`src/rtl/wb_bus_arbiter_pkg.sv`:
```
// rtl/wb_bus_arbiter_pkg.sv - shared encodings and constants for the Wishbone bus arbiter
package wb_bus_arbiter_pkg;

  // 2-bit arbiter state register encoding
  typedef enum logic [1:0] {
    ST_IDLE  = 2'd0,
    ST_BUSY  = 2'd1,
    ST_TERM  = 2'd2,
    ST_DRAIN = 2'd3
  } state_t;

  // Stalled cycles before the watchdog terminates a transfer
  localparam int DEFAULT_TIMEOUT = 255;

  // Position of the bus-timeout line in the CPU interrupt vector
  localparam int BUS_TIMEOUT_IRQ_BIT = 6;

endpackage

```
`src/rtl/wb_bus_arbiter_rr_prio_pick.sv`:
```
// rtl/wb_bus_arbiter_rr_prio_pick.sv - combinational round-robin / fixed-priority winner selector
module rr_prio_pick
  import wb_bus_arbiter_pkg::*;
#(
  parameter int N  = 2,
  parameter int IW = 1
) (
  input  logic [N-1:0]  req,
  input  logic [IW-1:0] last,
  input  logic          mode,
  output logic [N-1:0]  onehot,
  output logic [IW-1:0] idx
);

  int pick;

  // Pick the winner: lowest set index, or first set index after last (wrapping)
  always_comb begin
    pick = 0;
    if (mode) begin
      // descending offset so the nearest requester after last is assigned last and wins
      for (int k = N; k >= 1; k--) begin
        for (int j = 0; j < N; j++) begin
          if (req[j] && (j == ((int'(last) + k) % N))) begin
            pick = j;
          end
        end
      end
    end else begin
      for (int i = N - 1; i >= 0; i--) begin
        if (req[i]) begin
          pick = i;
        end
      end
    end
    onehot = '0;
    for (int j = 0; j < N; j++) begin
      onehot[j] = (j == pick) && (|req);
    end
    idx = IW'(pick);
  end

endmodule

```
`src/rtl/wb_bus_arbiter.sv`:
```
// rtl/wb_bus_arbiter.sv - Wishbone master arbiter with cyc-envelope grants and bus watchdog
module wb_bus_arbiter
  import wb_bus_arbiter_pkg::*;
#(
  parameter int NUM_MASTER = 2,
  parameter int TIMEOUT    = DEFAULT_TIMEOUT,
  parameter int TW         = 8,
  parameter int GW         = (NUM_MASTER > 1) ? $clog2(NUM_MASTER) : 1
) (
  input  logic                  i_clk,
  input  logic                  i_rst,
  input  logic                  roundORpriority,
  input  logic [NUM_MASTER-1:0] wbm_cyc_i,
  input  logic [NUM_MASTER-1:0] wbm_stb_i,
  input  logic                  wbs_ack_i,
  input  logic                  wbs_err_i,
  input  logic                  wbs_rty_i,
  output logic [NUM_MASTER-1:0] o_grant,
  output logic [GW-1:0]         o_grant_idx,
  output logic                  o_bus_busy,
  output logic                  o_timeout_err,
  output logic                  o_timeout_irq
);

  localparam logic [TW-1:0] TO_LAST = TW'(TIMEOUT - 1);

  state_t                state, state_n;
  logic [TW-1:0]         cnt, cnt_n;
  logic [GW-1:0]         last, last_n;
  logic [NUM_MASTER-1:0] grant_n;
  logic [GW-1:0]         idx_n;
  logic                  busy_n;
  logic                  err_n;
  logic [NUM_MASTER-1:0] pick_onehot;
  logic [GW-1:0]         pick_idx;
  logic                  cyc_g;
  logic                  stall;

  rr_prio_pick #(
    .N  (NUM_MASTER),
    .IW (GW)
  ) u_pick (
    .req    (wbm_cyc_i),
    .last   (last),
    .mode   (roundORpriority),
    .onehot (pick_onehot),
    .idx    (pick_idx)
  );

  // Granted master's view of the bus: its cyc, and whether its strobe is stalled
  always_comb begin
    cyc_g = wbm_cyc_i[o_grant_idx];
    stall = wbm_stb_i[o_grant_idx] && !wbs_ack_i && !wbs_err_i && !wbs_rty_i;
  end

  // Next-state and next-output logic for arbitration, ownership and watchdog
  always_comb begin
    state_n = state;
    grant_n = o_grant;
    idx_n   = o_grant_idx;
    busy_n  = o_bus_busy;
    err_n   = 1'b0;
    cnt_n   = cnt;
    last_n  = last;
    case (state)
      ST_IDLE: begin
        cnt_n = '0;
        if (|wbm_cyc_i) begin
          grant_n = pick_onehot;
          idx_n   = pick_idx;
          busy_n  = 1'b1;
          last_n  = pick_idx;
          state_n = ST_BUSY;
        end
      end
      ST_BUSY: begin
        if (!cyc_g) begin
          grant_n = '0;
          busy_n  = 1'b0;
          cnt_n   = '0;
          state_n = ST_IDLE;
        end else if (stall) begin
          if (cnt == TO_LAST) begin
            err_n   = 1'b1;
            cnt_n   = '0;
            state_n = ST_TERM;
          end else if (cnt != '1) begin
            cnt_n = cnt + TW'(1);
          end
        end else begin
          cnt_n = '0;
        end
      end
      ST_TERM: begin
        // slave responses here are ignored; the interconnect gates them with the err pulse
        state_n = ST_DRAIN;
      end
      ST_DRAIN: begin
        if (!cyc_g) begin
          grant_n = '0;
          busy_n  = 1'b0;
          state_n = ST_IDLE;
        end
      end
      default: begin
        grant_n = '0;
        busy_n  = 1'b0;
        cnt_n   = '0;
        state_n = ST_IDLE;
      end
    endcase
  end

  // State and registered outputs; reset drops any grant without an err pulse
  always_ff @(posedge i_clk) begin
    if (i_rst) begin
      state         <= ST_IDLE;
      o_grant       <= '0;
      o_grant_idx   <= '0;
      o_bus_busy    <= 1'b0;
      o_timeout_err <= 1'b0;
      o_timeout_irq <= 1'b0;
      cnt           <= '0;
      last          <= GW'(NUM_MASTER - 1);
    end else begin
      state         <= state_n;
      o_grant       <= grant_n;
      o_grant_idx   <= idx_n;
      o_bus_busy    <= busy_n;
      o_timeout_err <= err_n;
      o_timeout_irq <= err_n;
      cnt           <= cnt_n;
      last          <= last_n;
    end
  end

endmodule
```
`config.mk`:
```
export PLATFORM = sky130hd
export DESIGN_NAME = wb_bus_arbiter
export DESIGN_NICKNAME = d
export VERILOG_FILES = /design/src/rtl/wb_bus_arbiter_pkg.sv /design/src/rtl/wb_bus_arbiter_rr_prio_pick.sv /design/src/rtl/wb_bus_arbiter.sv
export SDC_FILE = /design/constraint.sdc
export NUM_CORES = 1
export LEC_CHECK = 0
export CORE_UTILIZATION = 50
export CTS_CLUSTER_SIZE = 20
export DETAILED_ROUTE_END_ITERATION = 10
export GPL_TIMING_DRIVEN = 0
export HOLD_SLACK_MARGIN = 0.03
export PLACE_DENSITY_LB_ADDON = 0.3
export SYNTH_ARGS = -nofsm -noshare
export SYNTH_HDL_FRONTEND = slang
export SYNTH_SLANG_ARGS = --single-unit
```
`constraint.sdc`:
```
create_clock -name i_clk -period 2 [get_ports i_clk]
set_clock_uncertainty 0.05 [all_clocks]
set_input_delay 0.2 -clock i_clk [delete_from_list [all_inputs] [get_ports i_clk]]
set_output_delay 0.2 -clock i_clk [all_outputs]
set_load 0.01 [all_outputs]
```
After elaboration in Yosys (flattened, before gate mapping)
Cells that the tools add are included.
{"block": "classes", "n_addsub": 3, "n_lt_le_gt_ge": 1, "eq_ne": 14, "mux": 27, "bitwise": 5, "n_reduce_logical": 23}
{"op": "$logic_not 32->1", "n": 2}
{"op": "$eq 2x32->1 const A", "n": 1}
{"op": "$mux 32", "n": 1}
{"op": "$mux 8", "n": 4}
{"op": "$pmux 8 s2", "n": 1}
{"op": "$mux 1", "n": 12}
{"op": "$mux 2", "n": 6}
{"op": "$add 8x1->8 const B", "n": 1}
{"op": "$eq 8x8->1 const B", "n": 1}
{"op": "$logic_and 1x1->1", "n": 8}
{"op": "$ne 8x8->1 const B", "n": 1}
{"op": "$pmux 2 s4", "n": 1}
{"op": "$ne 2x2->1 const B", "n": 3}
{"op": "$ne 3x3->1 const B", "n": 2}
{"op": "$ne 5x5->1 const B", "n": 1}
{"op": "$eq 2x2->1 const A", "n": 2}
{"op": "$eq 2x2->1 const B", "n": 2}
{"op": "$pmux 2 s2", "n": 1}
{"op": "$reduce_and 2->1", "n": 2}
{"op": "$reduce_and 4->1", "n": 1}
{"op": "$reduce_bool 2->1", "n": 2}
{"op": "$reduce_or 2->1", "n": 2}
{"op": "$reduce_or 4->1", "n": 1}
{"op": "$logic_not 1->1", "n": 3}
{"op": "other kinds (8)", "n": 12}
{"block": "word_totals", "reg_bits": 16, "out_inout_bits": 6, "word_cells": 80}

Longest topological paths before layout
{"block": "logic_depth", "depth_word": 12, "depth_mapped": 7}

By module
A second synthesis with hierarchy kept.
{"block": "hier_totals", "hier_cells": 105, "area_unflattened_um2": 882.1}
{"mod": "wb_bus_arbiter", "n_inst": 1, "cells_each": 100, "area_each_um2": 847.1, "seq_area_each_um2": 320.3}
{"mod": "rr_prio_pick", "n_inst": 1, "cells_each": 5, "area_each_um2": 35.0, "seq_area_each_um2": 0.0}

Least setup slack after synthesis
No wires, ideal clock.
{"block": "synth_timing", "path_type": "register to register", "startpoint": "register state[0]", "endpoint": "register cnt[3]", "setup_ns": 0.079, "arrival_time_ns": 1.502, "required_time_ns": 1.871, "path_slack_ns": 0.369, "stages_incl_launch_ff": 5, "period_less_slack_ns": 1.631, "path_cell_list": "dfxtp_1 -> or4b_4 -> nor4b_4 -> nand2_2 -> o221ai_2"}
{"block": "synth_between", "elab_chain_cells": 3, "word_cells_on_any_way": 6, "cone_classes": "2 x eq/ne; 1 x mux; 3 x reduce/logical"}
{"element": "start: declaration", "line": "wb_bus_arbiter.sv:27", "source": "state_t state, state_n;"}
{"element": "start signal: assignment", "line": "wb_bus_arbiter.sv:126", "source": "state <= state_n;"}
{"element": "$eq 2x1->1 / $logic_not 2->1 (equally long branches)", "line": "wb_bus_arbiter.sv:65", "source": "case (state)"}
{"element": "$ne 5x5->1 (no source line) / $reduce_bool 2->1 (equally long branches)"}
{"element": "$reduce_and 2->1 (no source line)"}
{"element": "end signal: assignment", "line": "wb_bus_arbiter.sv:132", "source": "cnt <= cnt_n;"}
{"element": "end: declaration", "line": "wb_bus_arbiter.sv:28", "source": "logic [TW-1:0] cnt, cnt_n;"}
Several ways; a longest one is shown, not always the timed one.
A chain may end at the register's enable or synchronous reset.

Final worst setup path
{"block": "layout_timing", "startpoint": "register state[0]", "endpoint": "register cnt[0]"}
Same word-level chain as after synthesis.

==> results.cfg <==
[cells_and_area]
fin_util_pct = 67.4
final_cell_mix = dfxtp_1 (16), clkdlybuf4s50_1 (14), inv_1 (10), nand2_1 (10)
diodes = 0
stdcell_count = 131
final_common_cell = dfxtp_1
drive_gt1_share_pct = 12.2
fillers = 135
fin_nets = 128
synthToLayoutAreaGrowth_pct = 23.0

[worst_setup_path]
required_ns = 2.17
slowest_stage = or4b_4
critPathArrivalTime_ns = 2.00
critPathCaptureType = flop
cpPeakStageDelay_ns = 0.52
cp_cell_sequence = or4b_4, nor4b_4, nand3_1, o22ai_1
path_buf_inv = 0
cp_top_family = simple AND/OR/NAND/NOR gates
cp_max_fo = 7
cp-start-kind = flop
worstSetupPathType = flop to flop

[placed_design]
dp_hpwl_mm = 1.34
placed_cells = 127
place.gp.congestion = 0.789
pre_cts_ws_ns = -0.145
io_buffers = 14

[clock_network]
htreeDepth = 1
cts.sinks = 16
cts_root_buf = clkbuf_4
cts.reportedPaths.clkPinSlew_ns = 0.10
post_cts_resized = 0
clkLatencyLatePin_ns = 0.29
cts_tree = yes
cts_buffer_depth = 2
cts_made_buffers = 3

[detailed_routing]
via_per_inst = 5.77
totalWireLength_mm = 1.80
wl_per_cell_microns = 13.8
drc = 6
drt_first_iter_violations = 16
vias = 756
drt_pass1_iterations = 7
antenna_left = 0

[logic_synthesis]
yosys_warnings = 0
synth_cell_types = 36
synth-seq-cells = 16
seq_area_frac_synth_pct = 37.5
syn_inst = 97
avgSynthCellArea_sq_um = 8.81
syn_nets = 109
netlist_area_sq_um = 855

[grt]
grt_max_degree = 11
grt_pass1_vias = 760
grt_use_total_pct = 23.6
antenna_found_initial = 0
grt_pass1_wl_mm = 3.33
grt-ovfl-total = 0

[floorplanning]
core_area_sq_um = 1560
die_area_sq_um = 1880
rows = 14
die_h_microns = 43.3
io_pins = 16
start_util_pct = 54.8
die_w_microns = 43.3

[sta]
period_needed_ns = 1.83
relSlewSlack_pct = 61.1
holdWs_ns = 0.0873
hold_violations = 0
slew_violations = 0
fin_ws_ns = 0.168
grt_setup_unrepaired = no
finalSetupViolations = 0
worst_pin_slew_ns = 0.567
max_freq_ghz = 0.546
timing.final.crit_share_pct = 91.6

[power_and_ir_drop]
ir_worst_vdd_v = 0.000504
p_leak_nw = 0.348
power.density_nw_per_um2 = 596
p_total_uw = 627

[status]
violations = DRC
status = finished, violations left

[min_path]
hold_path.class = input pin to flop

[job]
drv_cap = 0
-- flip-flops by register name, indices dropped and copies added (netlist names), named ones only --
register,cells
cnt,8
o_timeout_irq,1
o_grant,2
o_grant_idx,1
o_bus_busy,1
state,1
last,1
-- layout make-up --
class / instances / area, sq um / share of cell area [%]
buffer: 3 / 25.0 / 2.38
clock buffer: 4 / 36.3 / 3.45
inverter: 10 / 37.5 / 3.57
multi-input combinational: 68 / 472 / 44.9
sequential: 16 / 320 / 30.5
tap: 16 / 20.0 / 1.90
timing repair buffer: 14 / 140 / 13.3
-- path summary, 6_finish.rpt --
check | from | endpoint | slack [ns] | cells after the start
hold reg to reg | last | last | 0.40 | 2
setup reg to reg | state[0] | cnt[0] | 0.17 | 4
hold / removal | i_rst | o_grant[1] | 0.09 | 2
setup / recovery | state[0] | cnt[0] | 0.17 | 4
-- kinds of logic after synthesis --
kind of cell,Yosys count,synth area share [%]
DFF,16,37.5
xor gates and xnor gates,2,2.05
AOI/OAI and AO/OA,21,19.0
adders and majority gates,2,2.93
and+or+nand+nor,40,27.7
muxes,3,3.51
buffers and inverters,13,7.32
-- worst reg2reg max path, cell delays in order, from the launching register on --
cell     delay, ns
dfxtp_1       0.39
or4b_4        0.52
nor4b_4       0.45
nand3_1       0.16
o22ai_1       0.19
-- report_power, final --
group	switching (mW)	internal [mW]	total (mW)
combinational	0.0333	0.0401	0.0735
sequential	0.00665	0.329	0.336
clock	0.107	0.111	0.218
-- layer usage --
layer  track usage [%]  vias up  wire length (microns)
met2              40.6       10                    907
met4              11.3        0                     15
li1                  -      385                      -
met5                 0        -                      0
met1              29.4      359                    839
met3              2.92        2                     40
-- stage by stage --
stage                     TNS (ns)  cell area (sq um)
final                            0               1050
after global routing             0               1050
after CTS                        0               1050
after detailed placement    -0.869               1010
after global placement      -0.724               1010
after floorplan                  0                855
-- Yosys cell counts --
cell type / number / area share [%]
nor4_1: 1 / 0.73
buf_1: 1 / 0.44
nand3b_1: 2 / 1.8
o21ai_1: 1 / 0.59
nor2b_1: 1 / 0.73
a21oi_1: 3 / 1.8
nor3_1: 1 / 0.59
a31oi_1: 1 / 0.73
o221ai_2: 3 / 5.3
o211ai_1: 1 / 0.88
o22ai_1: 4 / 2.9
or3_1: 1 / 0.73
nor2_1: 7 / 3.1
nor4b_1: 1 / 1.0
and3b_1: 1 / 1.0
buf_4: 1 / 0.88
xnor2_1: 2 / 2.1
nand2b_1: 2 / 1.5
nand4_1: 1 / 0.73
nand2_2: 1 / 0.73
nor4_2: 1 / 1.5
dfxtp_1: 16 / 37
clkbuf_8: 1 / 1.6
inv_1: 10 / 4.4
nor4b_4: 1 / 2.8
mux2i_1: 3 / 3.5
ha_1: 2 / 2.9
nand3_1: 7 / 4.1
a21o_1: 1 / 0.88
o21ai_0: 4 / 2.3
nand2_1: 10 / 4.4
or2_1: 1 / 0.73
a21boi_0: 1 / 0.88
a2bb2oi_2: 1 / 1.8
a221oi_1: 1 / 1.0
or4b_4: 1 / 1.6
-- what timing repair did --
action | CTS | global route
hold buffers | 0 | 0
setup buffers | 0 | 0
endpoints found under the setup margin | 0 | 2
hold endpoints to repair | 0 | 0
Note: power is estimated with default switching activity, not from simulation.
